$ cat config.mk
export PLATFORM = sky130hd
export DESIGN_NAME = display_out
export DESIGN_NICKNAME = d
export VERILOG_FILES = /design/src/rtl/display_out.sv
export SDC_FILE = /design/constraint.sdc
export NUM_CORES = 1
export LEC_CHECK = 0
export CAP_MARGIN = 0
export CORE_ASPECT_RATIO = 1.2
export CORE_UTILIZATION = 50
export DETAILED_ROUTE_END_ITERATION = 10
export GPL_TIMING_DRIVEN = 0
export PLACE_DENSITY_LB_ADDON = 0.12
export SYNTH_ARGS = -nofsm -noshare
export SYNTH_HDL_FRONTEND = slang
export SYNTH_SLANG_ARGS = --single-unit
$ cat constraint.sdc
create_clock -name clk -period 3.2 [get_ports clk]
set_input_delay 0.32 -clock clk [delete_from_list [all_inputs] [get_ports clk]]
set_output_delay 0.32 -clock clk [all_outputs]
set_load 0.03 [all_outputs]
$ cat src/rtl/display_out.sv
// Serial driver for the 7-segment display chain: decodes four BCD digits,
// appends 32 raw segment bits and shifts the 64-bit frame out MSB-first.
module display_out #(
    parameter int CLK_DIV    = 4,
    parameter int GAP_CYCLES = 8
) (
    input  logic        clk,
    input  logic        reset,
    input  logic        enable,
    input  logic [15:0] bcd_in,
    input  logic [31:0] segment_data,
    output logic        data_out,
    output logic        sending_data
);

    localparam int DIV_W = (CLK_DIV > 1) ? $clog2(CLK_DIV) : 1;
    localparam int GAP_W = (GAP_CYCLES > 1) ? $clog2(GAP_CYCLES) : 1;
    localparam logic [DIV_W-1:0] DIV_MAX = DIV_W'(CLK_DIV - 1);
    localparam logic [GAP_W-1:0] GAP_MAX = GAP_W'((GAP_CYCLES > 0) ? GAP_CYCLES - 1 : 0);

    typedef enum logic [1:0] {
        IDLE  = 2'd0,
        SHIFT = 2'd1,
        GAP   = 2'd2
    } state_t;

    state_t           state_q;
    logic [63:0]      frame_q;
    logic [63:0]      frame_d;
    logic [5:0]       bit_cnt_q;
    logic [DIV_W-1:0] div_q;
    logic [GAP_W-1:0] gap_q;
    logic             data_out_q;
    logic             sending_q;

    // Active-low {dp,g,f,e,d,c,b,a}; non-decimal codes show a dash.
    function automatic logic [7:0] dec7(input logic [3:0] d);
        case (d)
            4'd0:    dec7 = 8'hC0;
            4'd1:    dec7 = 8'hF9;
            4'd2:    dec7 = 8'hA4;
            4'd3:    dec7 = 8'hB0;
            4'd4:    dec7 = 8'h99;
            4'd5:    dec7 = 8'h92;
            4'd6:    dec7 = 8'h82;
            4'd7:    dec7 = 8'hF8;
            4'd8:    dec7 = 8'h80;
            4'd9:    dec7 = 8'h90;
            default: dec7 = 8'hBF;
        endcase
    endfunction

    assign frame_d = {dec7(bcd_in[15:12]), dec7(bcd_in[11:8]),
                      dec7(bcd_in[7:4]),   dec7(bcd_in[3:0]), segment_data};

    always_ff @(posedge clk or posedge reset) begin
        if (reset) begin
            state_q    <= IDLE;
            frame_q    <= '0;
            bit_cnt_q  <= '0;
            div_q      <= '0;
            gap_q      <= '0;
            data_out_q <= 1'b0;
            sending_q  <= 1'b0;
        end else begin
            case (state_q)
                IDLE: begin
                    if (enable) begin
                        // First bit goes out on the same edge that latches the frame.
                        frame_q    <= frame_d;
                        data_out_q <= frame_d[63];
                        sending_q  <= 1'b1;
                        bit_cnt_q  <= 6'd63;
                        div_q      <= '0;
                        state_q    <= SHIFT;
                    end else begin
                        data_out_q <= 1'b0;
                        sending_q  <= 1'b0;
                    end
                end
                SHIFT: begin
                    if (div_q == DIV_MAX) begin
                        div_q <= '0;
                        if (bit_cnt_q == 6'd0) begin
                            data_out_q <= 1'b0;
                            sending_q  <= 1'b0;
                            gap_q      <= '0;
                            state_q    <= (GAP_CYCLES > 0) ? GAP : IDLE;
                        end else begin
                            bit_cnt_q  <= bit_cnt_q - 6'd1;
                            data_out_q <= frame_q[bit_cnt_q - 6'd1];
                        end
                    end else begin
                        div_q <= div_q + DIV_W'(1);
                    end
                end
                GAP: begin
                    if (gap_q == GAP_MAX) begin
                        state_q <= IDLE;
                    end else begin
                        gap_q <= gap_q + GAP_W'(1);
                    end
                end
                default: state_q <= IDLE;
            endcase
        end
    end

    assign data_out     = data_out_q;
    assign sending_data = sending_q;

endmodule

# == After elaboration in Yosys (flattened, before gate mapping) ==
# Memory sizes are Yosys's and may differ from the RTL's. A register that Yosys moved wholly into a read port is not among the register bits.
# Index checks and enable logic that the tools add are counted.
# totals
mem_count,4
ff_bits,79
mem_bits_ro,448
inputBits,51
output_inout_bits,2
elab_cells,62
# classes
reduce_logical,11
n_eq_ne,10
n_mux,26
n_addsub,3
order_cmp,1
# memory_table
name,words,word_bits,rd,rd_clocked_by_memory_dff,write_ports,line_no,rtl
(name not given),16,7,1,1,0,38,case (d)
(name not given),16,7,1,1,0,38,
(name not given),16,7,1,1,0,38,
(name not given),16,7,1,1,0,38,
# op_table
op,count
$mux 6,3
$mux 2,6
$ne 2x2->1 const B,6
$pmux 6 s2,1
$reduce_and 4->1,3
$mux 3,3
$lt 6x7->1 const B,1
$mux 1,7
$bmux 1 s6,1
$logic_not 6->1,1
$pmux 2 s3,1
$pmux 3 s2,1
$reduce_and 2->1,3
$sub 6x1->6 const B,1
$eq 2x2->1 const B,2
$pmux 1 s2,2
$pmux 2 s2,1
$reduce_bool 2->1,2
$add 3x1->3 const B,1
$eq 3x3->1 const B,1
$reduce_and 3->1,1
$add 2x1->2 const B,1
$eq 2x1->1 const B,1
$logic_not 2->1,1

# == Logic depth before layout (Yosys ltp) ==
# logic_depth
depth_word,6
ltp_mapped,9

# == Least setup slack after synthesis ==
# No wires, ideal clock.
# synth_timing
kind,reg2reg
startpoint,register bit_cnt_q[0]
endpoint,"register data_out_q, in the netlist data_out"
path_stages_with_launch,8
n_path_buf,1
slack_ps,704
t_arrival_ps,2360
cell_sequence,dfrtp_1 -> inv_2 -> ha_1 -> buf_6 -> mux4_2 -> mux4_2 -> a2111oi_2 -> a211oi_2
# synth_via
elab_chain_cells,6
# synth_lines
item,line_no,rtl
start: declaration,30,logic [5:0] bit_cnt_q;
start signal: assignment,90,bit_cnt_q <= bit_cnt_q - 6'd1;
$sub 6x1->6,91,data_out_q <= frame_q[bit_cnt_q - 6'd1];
$bmux 1 s6,91,
$mux 1 (implied by the code),91,
$mux 1 (*),84,if (bit_cnt_q == 6'd0) begin
$mux 1 (*),82,if (div_q == DIV_MAX) begin
$pmux 1 s2 (*),66,case (state_q)
end signal: assignment,71,data_out_q <= frame_d[63];
end signal: assignment,91,
end: declaration,33,logic data_out_q;
# Mark *: on every way between the ends. The rest lies on a longest branch, timed or not. The select of a mux whose other input is x is not followed.
# A chain may end at the register's enable or synchronous reset.

# == Worst setup path in the final report ==
# Ends and elaborated chain as after synthesis.

==> run_results.csv <==
group,metric,value,unit
placed_design,place_hpwl,6787,um
synthesis,ys.warnings.count,0,
final_layout,synthToLayoutAreaGrowth,19.52,%
critical_path,worst_setup_ep_type,"flop",
clock_tree,htree_levels,3,
clock_tree,cts-resized-gates,0,
clock_tree,clock-root-buffer,"sky130_fd_sc_hd__clkbuf_8",
synthesis,synth.cell_area,4244,um2
synthesis,synth.ff_latch_count,76,
pwr,powerDensity,699.6,nW/um2
clock_tree,cts.clk_slew.worst_paths,0.08,ns
min_path,hold_class,"in -> async",
synthesis,synth.yosys.seq_area_share,44.81,%
floorplan,initial_utilization,51.77,%
critical_path,worstSetupPathType,"reg -> reg",
placed_design,number_of_port_buffers,50,
drt,routed_wire_length_per_instance,14.69,um
synthesis,synth_cell_types,39,
final_layout,layout.area.seq,1902,um2
timing,fin_hold_ws,0.3167,ns
synthesis,async_set_reset_flop_share_out_of_synthesis,100.0,%
drt,drt-met1-wl,4051,um
critical_path,element_type_at_the_critical_path_start,"flop",
drt,route.final.wire_length,9212,um
timing,final.min_clock_period,2.851,ns
timing,worst_slew_pin_slew,0.6190,ns
critical_path,worstReg2RegEnd,"data_out$_DFFE_PP0P_",
critical_path,timing.critical_path.arrival,3.07,ns
drt,met3RoutedLength,278,um
drt,avgViaCountPerCell,5.309,
grt,number_of_antenna_violations_at_the_first_check_in_global_routing,0,
timing,period_share,89.09,%
clock_tree,cts_hold_repair.buffers,0,
timing,finalMaxSlewViolations,0,
timing,maxClockFrequency,350.8,MHz
drt,detail_route.first_pass.iterations,4,
clock_tree,cts_tree,"done",
final_layout,finish.net_count,584,
critical_path,critical_path_end,"data_out$_DFFE_PP0P_",
clock_tree,worstSkewPairLatency,0.35,ns
clock_tree,cts-buffers-inserted,9,
synthesis,synth_area_per_cell,9.516,um2
synthesis,syn-num-nets,522,
final_layout,finalNonFillerCells,627,
critical_path,reg2reg_slack,0.35,ns
placed_design,gp_routability_congestion,0.7958,
final_layout,post_route_cells_drive_above_1_share,6.628,%
placed_design,place_worst_setup_slack,0.3868,ns
grt,grt-ovfl-total,0,
clock_tree,cts.sink_count,76,
critical_path,worstSetupStartpoint,"bit_cnt_q[0]$_DFFE_PP0P_",
timing,layout_setup_ws,0.3492,ns
final_layout,n_fill_cell,730,
grt,number_of_global_route_vias_before_repair,3199,
synthesis,synthesis.instances,446,
drt,route.antenna.remaining_nets,0,
pwr,p_leak,0.002351,uW
critical_path,worst_r2r_path_depth,9,
drt,overall_via_count_from_detail_route,3329,
final_layout,multiInputGateArea,2163,um2
job,cap_violations,0,
grt,global_route_wire_length_before_repair,15570,um
timing,rsz0062_at_grt,"false",
drt,route.top_layer_used,"met4",
synthesis,synth_edf_count,0,
floorplan,design.die.area,8862,um2
floorplan,fp.dieH,102.9,um
floorplan,design.portCount,53,
timing,hold_viol,0,
final_layout,diodes,0,
status,outcome,"finished, final reports clean",
clock_tree,max-clock-path-buffers,2,
synthesis,ys_dominant_reg_cell,"sky130_fd_sc_hd__dfrtp_1",
drt,drt_first_iter_violations,110,
floorplan,core_region_area,8198,um2
timing,relSlewSlack,58.43,%
grt,groute.usage.overall,23.00,%
drt,drcViolationCount,0,
timing,fin_worst_skew,0.007239,ns
pwr,power.total,3549,uW
timing,setup_viol,0,
clock_tree,cts_setup_buffers,0,
critical_path,critical_path_peak_fanout,10,
pwr,worst_ir_drop_vdd,0.2475,mV
critical_path,regToRegStartpoint,"bit_cnt_q[0]$_DFFE_PP0P_",
drt,met2_length,4753,um
placed_design,dp.cells,611,
floorplan,die_w,86.11,um
grt,pin_count_of_the_biggest_net_entering_global_routing,44,
critical_path,cp.required,3.42,ns
floorplan,core.rowCount,36,
[cell usage after synthesis, types with 4 or more instances]
cell	count	area [um2]
sky130_fd_sc_hd__a21oi_1	18	90.09
sky130_fd_sc_hd__nand2b_1	8	50.05
sky130_fd_sc_hd__a221o_1	8	80.08
sky130_fd_sc_hd__o21ai_0	22	110.1
sky130_fd_sc_hd__o31ai_1	6	45.04
sky130_fd_sc_hd__nor2_1	37	138.9
sky130_fd_sc_hd__clkbuf_1	23	86.33
sky130_fd_sc_hd__mux4_2	7	157.7
sky130_fd_sc_hd__mux4_1	10	262.8
sky130_fd_sc_hd__mux2_2	4	45.04
sky130_fd_sc_hd__dfrtp_1	76	1902
sky130_fd_sc_hd__mux2i_1	5	50.05
sky130_fd_sc_hd__nor3_1	11	55.05
sky130_fd_sc_hd__inv_1	15	56.30
sky130_fd_sc_hd__ha_1	25	312.8
sky130_fd_sc_hd__a31oi_1	7	43.79
sky130_fd_sc_hd__nand2_1	130	488.0
[power by group]
group          total, uW  internal [uW]  switching, uW  leakage (uW)
logic               1430            743            684       0.00136
registers           1490           1280            202      0.000911
clock network        636            302            334     0.0000844
[final cells by class]
class | instances | area share [%]
clock buffer | 14 | 3.009
multi-input combinational | 327 | 42.65
buffer | 27 | 2.343
sequential | 76 | 37.49
tap | 114 | 2.812
timing repair buffer | 51 | 10.26
inverter | 16 | 1.233
clock inverter | 2 | 0.1973
[state kept, by name, indices dropped and copies added (netlist names)]
register,count
div_q,2
gap_q,3
frame_q,61
state_q,2
sending_data,1
bit_cnt_q,6
data_out,1
[cells by family (layout without fill, tap and decap cells)]
family,count (synthesis),count (layout),share of synthesized area (%)
and+or+nand+nor,198,198,19.10
DFF,76,76,44.81
AOI/OAI and AO/OA,73,73,11.14
buffers and inverters,43,110,4.216
muxes,26,26,12.15
adders and majority gates,25,25,7.370
xor gates and xnor gates,5,5,1.209
[placed cells by master, fill, tap and decap left out, types with 2 or more instances in the layout]
cell and instances:
sky130_fd_sc_hd__a21oi_1 18, sky130_fd_sc_hd__a221o_1 8, sky130_fd_sc_hd__a31oi_1 7, sky130_fd_sc_hd__and3_1 3, sky130_fd_sc_hd__buf_2 2, sky130_fd_sc_hd__buf_6 2, sky130_fd_sc_hd__clkbuf_1 27, sky130_fd_sc_hd__clkbuf_8 10
sky130_fd_sc_hd__clkdlybuf4s50_1 50, sky130_fd_sc_hd__clkinv_2 2, sky130_fd_sc_hd__dfrtp_1 76, sky130_fd_sc_hd__ha_1 25, sky130_fd_sc_hd__inv_1 14, sky130_fd_sc_hd__mux2_2 4, sky130_fd_sc_hd__mux2i_1 5, sky130_fd_sc_hd__mux4_1 10
sky130_fd_sc_hd__mux4_2 7, sky130_fd_sc_hd__nand2_1 130, sky130_fd_sc_hd__nand2b_1 8, sky130_fd_sc_hd__nand3_1 3, sky130_fd_sc_hd__nor2_1 37, sky130_fd_sc_hd__nor3_1 11, sky130_fd_sc_hd__nor4b_1 2, sky130_fd_sc_hd__o211ai_1 2
sky130_fd_sc_hd__o21a_1 2, sky130_fd_sc_hd__o21ai_0 22, sky130_fd_sc_hd__o22ai_1 2, sky130_fd_sc_hd__o31ai_1 6, sky130_fd_sc_hd__xnor2_1 2, sky130_fd_sc_hd__xor2_1 2
[how the worst min path moves through the flow]
stage | start | cells past startpoint | endpoint
after detailed placement | frame_q[27]$_DFFE_PP0P_ | 2 | frame_q[27]$_DFFE_PP0P_
after floorplan | bcd_in[11] | 1 | frame_q[53]$_DFFE_PP0P_
final | reset | 2 | frame_q[4]$_DFFE_PP0P_
after global placement | frame_q[27]$_DFFE_PP0P_ | 2 | frame_q[27]$_DFFE_PP0P_
after CTS | reset | 2 | frame_q[4]$_DFFE_PP0P_
after global routing | reset | 2 | frame_q[4]$_DFFE_PP0P_
[critical path: stages, from the launching register on]
cell                       delay [ns]
sky130_fd_sc_hd__dfrtp_1         0.45
sky130_fd_sc_hd__inv_2           0.18
sky130_fd_sc_hd__ha_1            0.28
sky130_fd_sc_hd__xor2_2          0.24
sky130_fd_sc_hd__buf_6           0.22
sky130_fd_sc_hd__mux4_1          0.57
sky130_fd_sc_hd__mux2i_1         0.18
sky130_fd_sc_hd__nor3b_1         0.08
sky130_fd_sc_hd__nor4b_1         0.45
sky130_fd_sc_hd__a211oi_2        0.06
[through the flow]
stage	util (%)	setup TNS, ns	cell area (um2)
floorplan	-	0	4244
global placement	59.62	-22.31	4887
detailed placement	59.89	0	4910
CTS	61.87	0	5072
global route	61.87	0	5072
finish	61.87	0	5072
[layer usage]
metal / GRT usage, % / vias up
li1: - / 1655
met2: 39.26 / 61
met3: 2.962 / 9
met5: 0 / -
met1: 30.14 / 1604
met4: 8.718 / 0
Note: power is estimated with default switching activity, not from simulation.
